## src/rtl/i2s_dac_transmitter.sv

```systemverilog
// I2S master transmitter: buffers mono samples in a small FIFO and sends each one
// as a Philips I2S frame with the same word on the left and right channels.
module i2s_dac_transmitter #(
  parameter int DATA_WIDTH      = 32,
  parameter int SLOT_BITS       = 32,
  parameter int BCLK_HALF_DIV   = 16,
  parameter int FIFO_ADDR_WIDTH = 2
) (
  input  logic                         clk,
  input  logic                         reset,
  input  logic                         sample_valid,
  input  logic signed [DATA_WIDTH-1:0] audio_in,
  input  logic                         enable,
  output logic                         i2s_bclk,
  output logic                         i2s_lrclk,
  output logic                         i2s_sdata,
  output logic [FIFO_ADDR_WIDTH:0]     fifo_level,
  output logic                         overflow,
  output logic                         underflow
);

  localparam int DEPTH = 2 ** FIFO_ADDR_WIDTH;
  localparam int DIV_W = $clog2(BCLK_HALF_DIV);
  localparam int BIT_W = $clog2(2 * SLOT_BITS);
  localparam logic [DIV_W-1:0]         DIV_LAST = DIV_W'(BCLK_HALF_DIV - 1);
  localparam logic [BIT_W-1:0]         BIT_LAST = BIT_W'(2 * SLOT_BITS - 1);
  localparam logic [BIT_W-1:0]         BIT_MID  = BIT_W'(SLOT_BITS);
  localparam logic [FIFO_ADDR_WIDTH:0] LVL_FULL = (FIFO_ADDR_WIDTH + 1)'(DEPTH);

  logic [SLOT_BITS-1:0]       mem [DEPTH];
  logic [FIFO_ADDR_WIDTH-1:0] wr_ptr;
  logic [FIFO_ADDR_WIDTH-1:0] rd_ptr;
  logic [DIV_W-1:0]           div_cnt;
  logic [BIT_W-1:0]           bit_cnt;
  logic [SLOT_BITS-1:0]       shift_reg;
  logic [SLOT_BITS-1:0]       word_reg;

  logic                 div_wrap;
  logic                 bclk_fall;
  logic                 frame_start;
  logic                 fifo_empty;
  logic                 fifo_full;
  logic                 do_pop;
  logic                 do_push;
  logic [SLOT_BITS-1:0] pop_word;
  logic [SLOT_BITS-1:0] in_slot;

  // sample_valid is a one-cycle push strobe with no back-pressure: a push that
  // finds the FIFO full (and no pop in the same cycle) is dropped and flagged
  // on overflow one cycle later.
  assign div_wrap    = enable && (div_cnt == DIV_LAST);
  assign bclk_fall   = div_wrap && i2s_bclk;
  assign frame_start = bclk_fall && (bit_cnt == '0);
  assign fifo_empty  = (fifo_level == '0);
  assign fifo_full   = (fifo_level == LVL_FULL);
  assign do_pop      = frame_start && !fifo_empty;
  assign do_push     = sample_valid && (!fifo_full || do_pop);
  assign pop_word    = do_pop ? mem[rd_ptr] : '0;
  assign in_slot     = audio_in[DATA_WIDTH-1 -: SLOT_BITS];

  always_ff @(posedge clk) begin
    if (do_push) mem[wr_ptr] <= in_slot;
  end

  always_ff @(posedge clk or posedge reset) begin
    if (reset) begin
      wr_ptr     <= '0;
      rd_ptr     <= '0;
      fifo_level <= '0;
      overflow   <= 1'b0;
      underflow  <= 1'b0;
    end else begin
      if (do_push) wr_ptr <= wr_ptr + 1'b1;
      if (do_pop)  rd_ptr <= rd_ptr + 1'b1;
      case ({do_push, do_pop})
        2'b10:   fifo_level <= fifo_level + 1'b1;
        2'b01:   fifo_level <= fifo_level - 1'b1;
        default: fifo_level <= fifo_level;
      endcase
      overflow  <= sample_valid && fifo_full && !do_pop;
      underflow <= frame_start && fifo_empty;
    end
  end

  // word_reg holds the frame's slot so the right channel can reload the shifter
  // at the lrclk edge and bit 0 of the next frame can carry its LSB.
  always_ff @(posedge clk or posedge reset) begin
    if (reset) begin
      div_cnt   <= '0;
      bit_cnt   <= '0;
      i2s_bclk  <= 1'b0;
      i2s_lrclk <= 1'b0;
      i2s_sdata <= 1'b0;
      shift_reg <= '0;
      word_reg  <= '0;
    end else if (!enable) begin
      div_cnt   <= '0;
      bit_cnt   <= '0;
      i2s_bclk  <= 1'b0;
      i2s_lrclk <= 1'b0;
      i2s_sdata <= 1'b0;
      shift_reg <= '0;
      word_reg  <= '0;
    end else begin
      div_cnt <= div_wrap ? '0 : div_cnt + 1'b1;
      if (div_wrap) i2s_bclk <= !i2s_bclk;
      if (bclk_fall) begin
        bit_cnt   <= (bit_cnt == BIT_LAST) ? '0 : bit_cnt + 1'b1;
        i2s_lrclk <= (bit_cnt >= BIT_MID);
        if (bit_cnt == '0) begin
          i2s_sdata <= word_reg[0];
          word_reg  <= pop_word;
          shift_reg <= pop_word;
        end else begin
          i2s_sdata <= shift_reg[SLOT_BITS-1];
          shift_reg <= (bit_cnt == BIT_MID) ? word_reg : shift_reg << 1;
        end
      end
    end
  end

endmodule
```

## config.mk

```make
export PLATFORM = sky130hd
export DESIGN_NAME = i2s_dac_transmitter
export DESIGN_NICKNAME = d
export VERILOG_FILES = /design/src/rtl/i2s_dac_transmitter.sv
export SDC_FILE = /design/constraint.sdc
export NUM_CORES = 1
export LEC_CHECK = 0
export ABC_AREA = 1
export CORE_ASPECT_RATIO = 1.1
export CORE_MARGIN = 2
export CORE_UTILIZATION = 40
export DETAILED_ROUTE_END_ITERATION = 16
export PLACE_DENSITY = 0.59
export RECOVER_POWER = 100
export SLEW_MARGIN = 40
export SYNTH_ARGS = -nofsm -noshare
export SYNTH_HDL_FRONTEND = slang
export SYNTH_SLANG_ARGS = --single-unit
```

## constraint.sdc

```tcl
create_clock -name clk -period 4.1 [get_ports clk]
set_clock_uncertainty 0.2 [all_clocks]
set_input_delay 0.82 -clock clk [delete_from_list [all_inputs] [get_ports clk]]
set_output_delay 0.82 -clock clk [all_outputs]
set_load 0.02 [all_outputs]
```

# [Word level (Yosys, flattened, before mapping)]
# Memory sizes are Yosys's and may differ from the RTL's.
# Index checks and enable logic that the tools add are counted.
[totals] regBits=86 latch_bits=0 ram_bits=128 mem_bits_ro=0 out_inout_bits=8 elab_cells=69 memories=1
[memory_table] name="mem" depth=4 word_bits=32 rd=1 rd_ports_with_merged_regs=0 write_ports=1 line_no="30" text="logic [SLOT_BITS-1:0] mem [DEPTH];"
[classes] add_sub_neg=6 n_mul=0 div=0 order_cmp=1 n_eq_ne=9 shift=0 muxes=23 bitwise=0 n_reduce_logical=17
[ops] cell="two-way mux 32 bit" count=8
[ops] cell="two-way mux 6 bit" count=3
[ops] cell="equality test 6 bit, second input constant" count=2
[ops] cell="two-way mux 1 bit" count=9
[ops] cell="logical AND 1 bit" count=8
[ops] cell="two-way mux 4 bit" count=2
[ops] cell="adder 6 x 1 -> 6 bit, second input constant" count=1
[ops] cell="greater-or-equal comparator 6 bit, second input constant" count=1
[ops] cell="logical NOT 6 bit" count=1
[ops] cell="inequality test 2 x 1 -> 1 bit, second input constant" count=3
[ops] cell="case mux 3 bit (2 select lines)" count=1
[ops] cell="adder 2 x 1 -> 2 bit, second input constant" count=2
[ops] cell="adder 4 x 1 -> 4 bit, second input constant" count=1
[ops] cell="equality test 4 bit, second input constant" count=1
[ops] cell="logical NOT 1 bit" count=4
[ops] cell="adder 3 x 1 -> 3 bit, second input constant" count=1
[ops] cell="equality test 3 bit, second input constant" count=1
[ops] cell="logical NOT 3 bit" count=1
[ops] cell="subtractor 3 x 1 -> 3 bit, second input constant" count=1
[ops] cell="equality test 2 x 1 -> 1 bit, second input constant" count=1
[ops] cell="equality test 2 bit, second input constant" count=1
[ops] cell="AND reduction 2 bit" count=1
[ops] cell="nonzero test 2 bit" count=1
[ops] cell="logical OR 1 bit" count=1

# [Logic depth before layout (Yosys ltp)]
[depth] word_depth=9 depth_mapped=13 ltp_nobuf=13

# [Worst setup path after synthesis]
# No wires, ideal clock.
[synth_path] kind="register to register" from="register bit_cnt[0]" to="memory mem[0][0], enable pin" arrival_ns=2.754 slack_ns=0.725 path_stages_with_launch=11 n_path_buf=0 cell_sequence="dfrtp_1 -> inv_1 -> ha_1 -> inv_1 -> nor2_2 -> nand3_2 -> nor2_8 -> inv_2 -> nand2_1 -> nand2_2 -> nor2_1"
[synth_via] elab_chain_len=7
[synth_rtl] item="start, declared" line_no="34" text="logic [BIT_W-1:0] bit_cnt;"
[synth_rtl] item="start signal, assigned" line_no="108" text="bit_cnt <= (bit_cnt == BIT_LAST) ? '0 : bit_cnt + 1'b1;"
[synth_rtl] item="logical NOT 6 bit" line_no="53" text="assign frame_start = bclk_fall && (bit_cnt == '0);"
[synth_rtl] item="logical AND 1 bit" line_no="53"
[synth_rtl] item="logical AND 1 bit" line_no="56" text="assign do_pop = frame_start && !fifo_empty;"
[synth_rtl] item="logical OR 1 bit" line_no="57" text="assign do_push = sample_valid && (!fifo_full || do_pop);"
[synth_rtl] item="logical AND 1 bit" line_no="57"
[synth_rtl] item="two-way mux 1 bit" line_no="62" text="if (do_push) mem[wr_ptr] <= in_slot;"
[synth_rtl] item="two-way mux 1 bit (not written as such)" line_no="62"
[synth_rtl] item="end, declared" line_no="30"
# No other way between the ends.

# [Worst setup path in the final report]
[layout_path] from="input port enable" to="memory mem[1][12], enable pin"
[layout_via] elab_chain_len=8
[layout_rtl] item="start, declared" line_no="13" text="input logic enable,"
[layout_rtl] item="logical AND 1 bit" line_no="51" text="assign div_wrap = enable && (div_cnt == DIV_LAST);"
[layout_rtl] item="logical AND 1 bit" line_no="52" text="assign bclk_fall = div_wrap && i2s_bclk;"
[layout_rtl] item="logical AND 1 bit" line_no="53"
[layout_rtl] item="logical AND 1 bit" line_no="56"
[layout_rtl] item="logical OR 1 bit" line_no="57"
[layout_rtl] item="logical AND 1 bit" line_no="57"
[layout_rtl] item="two-way mux 1 bit" line_no="62"
[layout_rtl] item="two-way mux 1 bit (not written as such)" line_no="62"
# No other way between the ends.

==> flow_summary_export.csv <==
group,metric,value,unit
sta,fin_setup_tns,0,ns
critical_path,end_kind,"register",
cts,cts-buffers-inserted,24,
grt,antenna_found_initial,0,
yosys,synthesis.area,9104,µm²
yosys,yosys_warnings,0,
sta,min_period,3.253,ns
critical_path,criticalPathCategory,"in2reg",
finish,final_common_cell,"nand2_1",
grt,use_met3,2.444,%
yosys,synth_fp_nets,938,
yosys,synth.distinct_cells,29,
route,totalWireLength,18.76,mm
yosys,synth_edf_count,128,
finish,fillers,2095,
place,dp_hpwl,11.34,mm
route,drc,0,
pwr,power_density,496.6,nW/µm²
outcome,status,"complete, but fails checks",
outcome,violations,"max-capacitance violations, max-slew violations",
floorplanning,die_area,23980,µm²
finish,regArea,5997,µm²
place,dpl_cell_area,9868,µm²
sta,fin_crit_sh,79.33,%
route,firstDrtPassIters,5,
cts,post_cts_buffers,0,
finish,final_net_count,979,
cts,clockBufferDepth,3,
grt,busiest_layer,"met2",
grt,grt_usage,16.12,%
run,cap_violations,1,
floorplanning,core_area,22250,µm²
route,wire_per_inst,15.03,µm
sta,slew-limit-headroom,-28.58,%
route,dr_total_vias,6169,
sta,hold_violations,0,
finish,syn_to_final_growth,16.13,%
sta,rsz0062_at_grt,"false",
yosys,synth_top_area_share,42.22,%
pwr,cellLeakagePower,4.472,nW
pwr,total_power,5.250,mW
yosys,synth_top_flop_cell,"edfxtp_1",
yosys,ys_ff_latch,214,
floorplanning,row_count,57,
grt,grt_use_met2,26.72,%
yosys,async_flop_share,40.19,%
yosys,ys_seq_area_share,65.86,%
pwr,ir_drop,0.3211,mV
critical_path,startpoint_type,"input port",
sta,setup_viol,0,
grt,grt_max_degree,65,
finish,n_antenna_cell,0,
cts,cts_tree,"built",
finish,largest_reg_flops,128,
place,portBuffers,43,
floorplanning,start_util,40.91,%
floorplanning,die_x,147.8,µm
route,drtIter0Drc,417,
critical_path,setup.worst_path.start,"enable",
place,gp_congestion,0.7500,
critical_path,required,4.05,ns
cts,clk_pin_slew,0.06,ns
finish,drive_above_1_share,6.925,%
cts,clock_latency,0.52,ns
grt,grt_overflow,0,
yosys,avgSynthCellArea,10.18,µm²
cts,holdBufCountCts,0,
yosys,yosysTopAreaCell,"edfxtp_1",
grt,grtUsageMet1,21.81,%
sta,whs,0.2595,ns
sta,worst_slew_pin_slew,1.918,ns
critical_path,arrival,3.20,ns
critical_path,r2r_start,"bit_cnt[0]",
cts,cts_sinks,214,
finish,final_cell_mix,"nand2_1, o21ai_0, edfxtp_1",
min_path,min_from,"div_cnt[0]",
grt,grt_pass1_vias,6099,
floorplanning,pin_count,44,
sta,drv_slew,44,
min_path,hp-class,"reg2reg",
finish,design_area,10570,µm²
floorplanning,die_y,162.2,µm
grt,grt_pass1_wl,31.04,mm
cts,htreeDepth,1,
yosys,synthTopCellsByArea,"edfxtp_1, dfrtp_1, o21ai_0, nand2_1, nor2_1",
critical_path,critPathMaxFanout,32,
cts,post_cts_resized,0,
cts,clock-root-buffer,"clkbuf_16",
finish,multi_input_area,2643,µm²
sta,timing.fmax,307.4,MHz
yosys,syn_inst,894,
route,postRouteAntennaNets,0,
route,viasPerCell,4.943,
-- cells by family (layout without fill, tap and decap cells) --
group                      count (synthesis)  after routing  share of synthesized area (%)
and+or+nand+nor                          355            355                          16.11
buffers and inverters                    108            167                          5.030
DFF                                      214            214                          65.86
AOI/OAI and AO/OA                        203            203                          11.24
xor gates and xnor gates                   6              6                         0.5772
adders and majority gates                  8              8                          1.182
-- synth_stat cells (2+ instances only) --
cell type	number
nor2_2	3
xor2_1	5
nor2_1	114
nand4_1	4
inv_2	2
a21oi_1	2
nand2_1	177
o21ai_0	154
nor3_1	2
edfxtp_1	128
nand3_2	2
buf_2	24
o21ai_1	43
inv_1	56
nand3_1	49
buf_6	3
clkbuf_1	22
dfrtp_1	86
ha_1	7
o22ai_1	2
-- report_power, final --
part	internal (mW)	leakage [nW]	total, mW	switching (mW)
clock	1.22	0.370	2.04	0.817
sequential	2.59	2.36	2.65	0.0619
combinational	0.146	1.75	0.558	0.412
total	3.96	4.47	5.25	1.29
-- final cells by class --
type                    instances  area share, %
flip-flops and latches        214          56.72
well taps                     295          3.491
repair buffers                 65          5.598
clock buffers                  37          6.533
clock inverters                 7         0.5917
multi-input cells             572          24.99
inverters                      58          2.071
-- worst max-delay path, cell delays in order --
cell and delay (ns):
dlygate4sd3_1 0.52, clkbuf_1 0.39, nand3_1 0.31, nor2_8 0.22
inv_1 0.07, nand2_1 0.07, nand2_1 0.18, nor2_1 0.14
buf_4 0.44
-- worst paths after layout --
path                       slack [ns]             to  cells after the start
hold reg to reg                  0.26     div_cnt[0]                      1
setup / recovery                 0.85     mem[1][12]                      9
max in group asynchronous        1.15  shift_reg[15]                      3
min in group asynchronous        1.05     div_cnt[3]                      2
setup reg to reg                 1.35     mem[1][12]                     11
hold / removal                   0.26     div_cnt[0]                      1
-- metal layers --
metal	share of wire (%)	wire length [µm]
met1	46	8629
met5	0	0
met3	4.1	761
met4	2.7	502
met2	47	8864
-- through the flow --
stage	worst slack, ns	util (%)	std cells
5_1_grt	0.6487	47.51	1248
4_1_cts	1.432	47.73	1248
6_report	0.8473	47.51	1248
3_5_place_dp	0.9504	44.35	1204
2_1_floorplan	0.7252	-	894
3_3_place_gp	0.9435	44.35	1204
(Power assumes the default switching activity.)
